File: config.mk
export PLATFORM = sky130hd
export DESIGN_NAME = muldiv_ctrl_flat
export DESIGN_NICKNAME = d
export VERILOG_FILES = /design/src/rtl/muldiv_ctrl_pkg.sv /design/src/rtl/muldiv_ctrl_if.sv /design/src/rtl/muldiv_ctrl_div_radix2.sv /design/src/rtl/muldiv_ctrl.sv /design/src/flat_wrapper.sv
export SDC_FILE = /design/constraint.sdc
export NUM_CORES = 1
export LEC_CHECK = 0
export CORE_MARGIN = 2
export CORE_UTILIZATION = 51
export CTS_BUF_LIST = sky130_fd_sc_hd__clkbuf_4 sky130_fd_sc_hd__clkbuf_8
export DETAILED_ROUTE_END_ITERATION = 10
export PLACE_DENSITY = 0.87
export SYNTH_ARGS = -nofsm -noshare
export SYNTH_HDL_FRONTEND = slang
export SYNTH_SLANG_ARGS = --single-unit
export TNS_END_PERCENT = 30
File: constraint.sdc
create_clock -name clk -period 2.95 [get_ports clk]
set_input_delay 0.59 -clock clk [delete_from_list [all_inputs] [get_ports clk]]
set_output_delay 0.59 -clock clk [all_outputs]
set_load 0.005 [all_outputs]
File: src/rtl/muldiv_ctrl_pkg.sv
// Shared types for the RV32M multiply/divide front end: funct3 encoding,
// controller states and a small decode helper.
package muldiv_ctrl_pkg;

    localparam int XLEN = 32;

    typedef enum logic [2:0] {
        MUL    = 3'd0,
        MULH   = 3'd1,
        MULHSU = 3'd2,
        MULHU  = 3'd3,
        DIV    = 3'd4,
        DIVU   = 3'd5,
        REM    = 3'd6,
        REMU   = 3'd7
    } muldiv_funct3_t;

    typedef enum logic [2:0] {
        ST_IDLE  = 3'd0,
        ST_MUL   = 3'd1,
        ST_DIV   = 3'd2,
        ST_DRAIN = 3'd3,
        ST_DONE  = 3'd4
    } muldiv_state_t;

    function automatic logic is_div_op(input muldiv_funct3_t f);
        return f inside {DIV, DIVU, REM, REMU};
    endfunction

endpackage

File: src/rtl/muldiv_ctrl_if.sv
// Pipeline-side request/response bundle between the EX stage and muldiv_ctrl.
interface muldiv_ctrl_if;
    import muldiv_ctrl_pkg::*;

    logic                md_req;
    muldiv_funct3_t      md_funct3;
    logic [XLEN-1:0]     md_rs1;
    logic [XLEN-1:0]     md_rs2;
    logic                md_flush;
    logic                md_busy;
    logic                md_done;
    logic [XLEN-1:0]     md_result;

    modport master (
        output md_req, md_funct3, md_rs1, md_rs2, md_flush,
        input  md_busy, md_done, md_result
    );

    modport slave (
        input  md_req, md_funct3, md_rs1, md_rs2, md_flush,
        output md_busy, md_done, md_result
    );

endinterface

File: src/rtl/muldiv_ctrl_div_radix2.sv
// Unsigned restoring divider, one quotient bit per cycle; div_done pulses
// exactly DIV_ITERS+1 cycles after the start pulse.
module div_radix2 #(
    parameter int DIV_ITERS = 32,
    parameter int DATA_W    = 32
) (
    input  logic              clk,
    input  logic              rst_n,
    input  logic              start,
    input  logic              abort,
    input  logic [DATA_W-1:0] dividend,
    input  logic [DATA_W-1:0] divisor,
    output logic [DATA_W-1:0] quot,
    output logic [DATA_W-1:0] rem,
    output logic              div_done
);

    localparam int CNT_W = $clog2(DIV_ITERS + 1);

    logic              busy;
    logic [CNT_W-1:0]  cnt;
    logic [DATA_W-1:0] dvsr;
    logic [DATA_W:0]   shifted;
    logic [DATA_W-1:0] sub;
    logic              fits;

    // Partial remainder never exceeds the divisor, so the truncated difference is exact.
    assign shifted = {rem, quot[DATA_W-1]};
    assign fits    = shifted >= {1'b0, dvsr};
    assign sub     = shifted[DATA_W-1:0] - dvsr;

    always_ff @(posedge clk or negedge rst_n) begin
        if (!rst_n) begin
            busy     <= 1'b0;
            cnt      <= '0;
            dvsr     <= '0;
            quot     <= '0;
            rem      <= '0;
            div_done <= 1'b0;
        end else begin
            div_done <= 1'b0;
            if (abort) begin
                busy <= 1'b0;
            end else if (start) begin
                busy <= 1'b1;
                cnt  <= '0;
                quot <= dividend;
                rem  <= '0;
                dvsr <= divisor;
            end else if (busy) begin
                rem  <= fits ? sub : shifted[DATA_W-1:0];
                quot <= {quot[DATA_W-2:0], fits};
                cnt  <= cnt + 1'b1;
                if (cnt == CNT_W'(DIV_ITERS - 1)) begin
                    busy     <= 1'b0;
                    div_done <= 1'b1;
                end
            end
        end
    end

endmodule

File: src/rtl/muldiv_ctrl.sv
// RV32M front end: hands multiplies to the external booth unit, runs divides
// on div_radix2 and returns one result with a single-cycle md_done pulse.
module muldiv_ctrl
    import muldiv_ctrl_pkg::*;
#(
    parameter int DIV_ITERS = 32
) (
    input  logic            clk,
    input  logic            rst_n,
    muldiv_ctrl_if.slave    md,
    output logic            mult,
    output logic            licand_sign,
    output logic            lier_sign,
    output logic [XLEN-1:0] licand,
    output logic [XLEN-1:0] lier,
    input  logic            mult_resp,
    input  logic [XLEN-1:0] product_l,
    input  logic [XLEN-1:0] product_u
);

    muldiv_state_t   state, state_nxt;
    muldiv_funct3_t  funct3_q;
    logic            div_first;
    logic [XLEN-1:0] result_q;

    logic            accept, op_signed, is_rem, special, neg_a, neg_b;
    logic            div_start, div_abort, div_done;
    logic [XLEN-1:0] mag_a, mag_b, quot, rem, special_res, div_res;

    function automatic logic [XLEN-1:0] neg_if(input logic [XLEN-1:0] v, input logic n);
        return n ? (~v + 1'b1) : v;
    endfunction

    assign accept    = (state == ST_IDLE) && md.md_req && !md.md_flush;
    assign op_signed = funct3_q inside {DIV, REM};
    assign is_rem    = funct3_q inside {REM, REMU};
    assign neg_a     = op_signed && licand[XLEN-1];
    assign neg_b     = op_signed && lier[XLEN-1];
    assign mag_a     = neg_if(licand, neg_a);
    assign mag_b     = neg_if(lier, neg_b);

    // Divide-by-zero and signed overflow bypass the divider entirely.
    always_comb begin
        special     = 1'b0;
        special_res = '0;
        if (lier == '0) begin
            special     = 1'b1;
            special_res = is_rem ? licand : '1;
        end else if (op_signed && licand == 32'h8000_0000 && lier == '1) begin
            special     = 1'b1;
            special_res = is_rem ? '0 : 32'h8000_0000;
        end
    end

    assign div_res = is_rem ? neg_if(rem, neg_a) : neg_if(quot, neg_a ^ neg_b);

    div_radix2 #(
        .DIV_ITERS (DIV_ITERS),
        .DATA_W    (XLEN)
    ) u_div (
        .clk      (clk),
        .rst_n    (rst_n),
        .start    (div_start),
        .abort    (div_abort),
        .dividend (mag_a),
        .divisor  (mag_b),
        .quot     (quot),
        .rem      (rem),
        .div_done (div_done)
    );

    always_ff @(posedge clk or negedge rst_n) begin
        if (!rst_n) state <= ST_IDLE;
        else        state <= state_nxt;
    end

    always_comb begin
        state_nxt = state;
        case (state)
            ST_IDLE:  if (accept) state_nxt = is_div_op(md.md_funct3) ? ST_DIV : ST_MUL;
            ST_MUL: begin
                if (mult_resp)        state_nxt = md.md_flush ? ST_IDLE : ST_DONE;
                else if (md.md_flush) state_nxt = ST_DRAIN;
            end
            // Booth cannot be aborted, so a squashed multiply waits out its response.
            ST_DRAIN: if (mult_resp) state_nxt = ST_IDLE;
            ST_DIV: begin
                if (md.md_flush)                state_nxt = ST_IDLE;
                else if (div_first && special)  state_nxt = ST_DONE;
                else if (div_done)              state_nxt = ST_DONE;
            end
            ST_DONE:  state_nxt = ST_IDLE;
            default:  state_nxt = ST_IDLE;
        endcase
    end

    always_comb begin
        md.md_busy   = (state != ST_IDLE);
        md.md_done   = (state == ST_DONE) && !md.md_flush;
        md.md_result = md.md_done ? result_q : '0;
        mult         = (state == ST_MUL) || (state == ST_DRAIN);
        div_start    = (state == ST_DIV) && div_first && !special && !md.md_flush;
        div_abort    = (state == ST_DIV) && md.md_flush;
    end

    always_ff @(posedge clk or negedge rst_n) begin
        if (!rst_n) begin
            funct3_q    <= MUL;
            licand      <= '0;
            lier        <= '0;
            licand_sign <= 1'b0;
            lier_sign   <= 1'b0;
            div_first   <= 1'b0;
            result_q    <= '0;
        end else begin
            div_first <= accept && is_div_op(md.md_funct3);
            if (accept) begin
                funct3_q    <= md.md_funct3;
                licand      <= md.md_rs1;
                lier        <= md.md_rs2;
                licand_sign <= md.md_funct3 inside {MUL, MULH, MULHSU};
                lier_sign   <= md.md_funct3 inside {MUL, MULH};
            end
            if (state == ST_MUL && mult_resp && !md.md_flush) begin
                result_q <= (funct3_q == MUL) ? product_l : product_u;
            end else if (state == ST_DIV && !md.md_flush) begin
                if (div_first && special) result_q <= special_res;
                else if (div_done)        result_q <= div_res;
            end
        end
    end

endmodule

File: src/flat_wrapper.sv
// flat-port wrapper written by rule: the top's interface ports become plain ports
module muldiv_ctrl_flat import muldiv_ctrl_pkg::*;
#(
    parameter int DIV_ITERS = 32
)
  (clk, rst_n, mult, licand_sign, lier_sign, licand, lier, mult_resp, product_l, product_u, md_md_req, md_md_funct3, md_md_rs1, md_md_rs2, md_md_flush, md_md_busy, md_md_done, md_md_result);
  muldiv_ctrl_if md_i ();
  input  logic clk;
  input  logic rst_n;
  output logic mult;
  output logic licand_sign;
  output logic lier_sign;
  output logic [XLEN-1:0] licand;
  output logic [XLEN-1:0] lier;
  input  logic mult_resp;
  input  logic [XLEN-1:0] product_l;
  input  logic [XLEN-1:0] product_u;
  input wire logic [$bits(md_i.md_req)-1:0] md_md_req;
  input wire logic [$bits(md_i.md_funct3)-1:0] md_md_funct3;
  input wire logic [$bits(md_i.md_rs1)-1:0] md_md_rs1;
  input wire logic [$bits(md_i.md_rs2)-1:0] md_md_rs2;
  input wire logic [$bits(md_i.md_flush)-1:0] md_md_flush;
  output wire logic [$bits(md_i.md_busy)-1:0] md_md_busy;
  output wire logic [$bits(md_i.md_done)-1:0] md_md_done;
  output wire logic [$bits(md_i.md_result)-1:0] md_md_result;
  assign md_i.md_req = md_md_req;
  assign md_i.md_funct3 = md_md_funct3;
  assign md_i.md_rs1 = md_md_rs1;
  assign md_i.md_rs2 = md_md_rs2;
  assign md_i.md_flush = md_md_flush;
  assign md_md_busy = md_i.md_busy;
  assign md_md_done = md_i.md_done;
  assign md_md_result = md_i.md_result;
  muldiv_ctrl #(.DIV_ITERS(DIV_ITERS)) u_core (.clk(clk), .rst_n(rst_n), .md(md_i), .mult(mult), .licand_sign(licand_sign), .lier_sign(lier_sign), .licand(licand), .lier(lier), .mult_resp(mult_resp), .product_l(product_l), .product_u(product_u));
endmodule
==> results_dict.tcl <==
set metrics [dict create \
    yosysSeqAreaShare_pct 35.8 \
    cp.buffers_inverters 3 \
    grt_pass1_wl_mm 80.4 \
    vias_per_cell 6.20 \
    cts_hold_buffers 0 \
    worst_slew_pin_slew_ns 1.22 \
    synth_edf_count 0 \
    cts-buffers-inserted 37 \
    start_util_pct 52.1 \
    final.setup_skew_ns 0.0264 \
    path_class "reg2out" \
    slew_headroom_pct 19.0 \
    async_reset_ff_share_pct 100 \
    placed_area_um2 18500 \
    finalHoldViolCount 0 \
    rsz0062_at_grt "yes" \
    cp_max_fo 16 \
    place_congestion 1.01 \
    root_buffer "clkbuf_8" \
    power.density_nw_per_um2 1150 \
    antenna_found_initial 0 \
    hpwlAfterDp_mm 38.7 \
    first_pass_iters 7 \
    synth-main-ff-cell "dfrtp_1" \
    wl_per_cell_um 21.1 \
    worst_path_dominant_cell_family "buffers and inverters" \
    clk_pin_slew_ns 0.07 \
    fin_crit_sh_pct 101 \
    clk_path_buf_depth 3 \
    grt.total_usage_pct 33.2 \
    cp_num_cells 5 \
    dp_slack_ns -0.102 \
    clock_latency_ns 0.55 \
    ant_nets 0 \
    worstSetupStartpointType "register" \
    insertedDiodeCount 0 \
    slowest_delay_ns 0.51 \
    crit_start "u_core.state[0]$_DFFE_PN0P_" \
    cap_violations 0 \
    setup_tns_ns -0.129 \
    via_count 15600 \
    cts.sink_count 209 \
    grt_pass1_vias 15000 \
    area_growth_pct 35.3 \
    drt_iter0_drc 1997 \
    path_cells "nor4b_4 -> buf_4 -> buf_8 -> and2_1 -> clkdlybuf4s50_1" \
    leakagePower_nw 8.77 \
    hold_path_class "in2async" \
    fin_hold_ws_ns 0.0311 \
    layout_min_cycle_time_ns 2.98 \
    die_h_um 173 \
    fin_ws_ns -0.0344 \
    required_ns 2.36 \
    synth_cell_type_count 84 \
    netlist_instances 1721 \
    crit_end "md_md_result[3]" \
    slowest_stage "clkdlybuf4s50_1" \
    r2r_slack_ns -0.03 \
    ys_warn_count 0 \
    core_area_um2 28000 \
    grt_max_degree 67 \
    worstPathArrival_ns 2.39 \
    fmax_mhz 335 \
    synth_nets 1896 \
    die_w_um 173 \
    layout.nets 2278 \
    power.total_mw 22.8 \
    io_buffer_count 236 \
    r2r-start "u_core.licand[10]$_DFFE_PN0P_" \
    dieArea_um2 30000 \
    routed_wl_mm 53.0 \
    layout-drive-gt1-share_pct 20.5 \
    r2r_end "u_core.result_q[2]$_DFFE_PN0P_" \
    status "finished with violations" \
    drc 0 \
    fillCellCount 2036 \
    postLayoutCellArea_um2 19800 \
    avgSynthCellArea_um2 8.48 \
    violations "setup timing" \
    htree_levels 2 \
    io_pins 237 \
    synth-seq-cells 209 \
    grt-ovfl-total 0 \
    rows 61 \
    drv_slew 0 \
    rr_worst_depth 9 \
    peakVddDrop_v 0.000643 \
    syn_area_um2 14600 \
    setup_viol 12 \
    endpoint_kind "primary output" \
    cts_tree "done" \
]
## layer usage
layer,up-vias,track usage [%],routed length [µm]
li1,6934,-,-
met1,7422,44.5,20800
met2,997,51.6,23600
met3,205,8.93,6290
met4,0,12.5,2270
met5,-,0,0
## cells in the mapped netlist, types with 25 or more instances
library cell	count	area share [%]
nand2_1	246	6.3
dfrtp_1	209	36
o21ai_0	141	4.8
nor2_1	104	2.7
a21oi_1	100	3.4
xor2_1	86	5.2
clkbuf_1	75	1.9
mux2_2	67	5.2
xnor2_1	66	4.0
a31oi_1	62	2.7
inv_1	60	1.5
nand3_1	48	1.6
ha_1	38	3.3
and2_1	37	1.6
o211ai_1	29	1.5
o31ai_1	26	1.3
nor3_1	25	0.86
## through the flow
step	instances	util, %
global route	2508	70.5
global placement	2424	66.2
floorplan	1721	-
detailed placement	2424	66.2
finish	2508	70.5
CTS	2490	69.3
## logic make-up after synthesis
kind of cell / synth area share [%]
AO/OA/AOI/OAI: 19.9
XOR/XNOR: 9.12
adder cells (fa/ha/maj): 3.39
buffers and inverters: 5.03
flip-flops: 35.8
multiplexers: 6.68
AND/OR/NAND/NOR: 20.1
## timing repair
item	in CTS	in global routing
setup buffers	0	15
setup endpoints to repair	52	82
gates cloned	0	3
hold endpoints to repair	0	0
resized for setup	10	60
pin swaps	0	15
## worst reg2reg max path, stage by stage (launching register included)
cell     delay (ns)
dfrtp_1        0.41
or4_1          0.64
nor4_1         0.36
and3_1         0.29
a41o_2         0.33
o21a_1         0.22
nor2_4         0.09
a31oi_2        0.29
buf_4          0.16
a22o_1         0.11
## power breakdown
group          switching [mW]  internal, mW
Sequential               1.32          4.12
Clock                    1.27          1.71
Combinational            7.82          6.56
## sequential cells by signal, indices dropped and copies added, names as in the netlist, 3 cells and up
signal,count
u_core.result_q,32
u_core.state,3
u_core.u_div.rem,32
u_core.licand,32
u_core.u_div.dvsr,32
u_core.u_div.quot,32
u_core.funct3_q,3
u_core.u_div.cnt,6
u_core.lier,32
## worst min path at each step
stage                                   start                               end  slack (ns)  cells past startpoint
2_1_floorplan                           rst_n        u_core.div_first$_DFF_PN0_        0.29                      0
3_3_place_gp   u_core.result_q[0]$_DFFE_PN0P_    u_core.result_q[0]$_DFFE_PN0P_        0.46                      2
3_5_place_dp   u_core.result_q[4]$_DFFE_PN0P_    u_core.result_q[4]$_DFFE_PN0P_        0.45                      2
4_1_cts                                 rst_n  u_core.u_div.dvsr[1]$_DFFE_PN0P_        0.07                      1
5_1_grt                                 rst_n       u_core.lier[18]$_DFFE_PN0P_        0.08                      1
6_report                                rst_n       u_core.lier[14]$_DFFE_PN0P_        0.03                      1
## area by class of cell
class                   count  area [µm²]  share of cell area (%)
multi-input cells        1340        8870                    44.9
flip-flops and latches    209        5240                    26.5
repair buffers            454        4130                    20.9
clock buffers              54         699                    3.54
well taps                 378         473                    2.39
inverters                  61         231                    1.17
clock inverters            12         120                   0.608
## placed cells by master (no fill, tap or decap), drive strengths merged, types with 66 or more instances in the layout
cell type	instances
a21oi	102
mux2	67
clkdlybuf4s50	222
o21ai	154
nor2	106
xnor2	66
buf	217
dfrtp	209
nand2	248
xor2	86
Note: power is estimated with default switching activity, not from simulation.
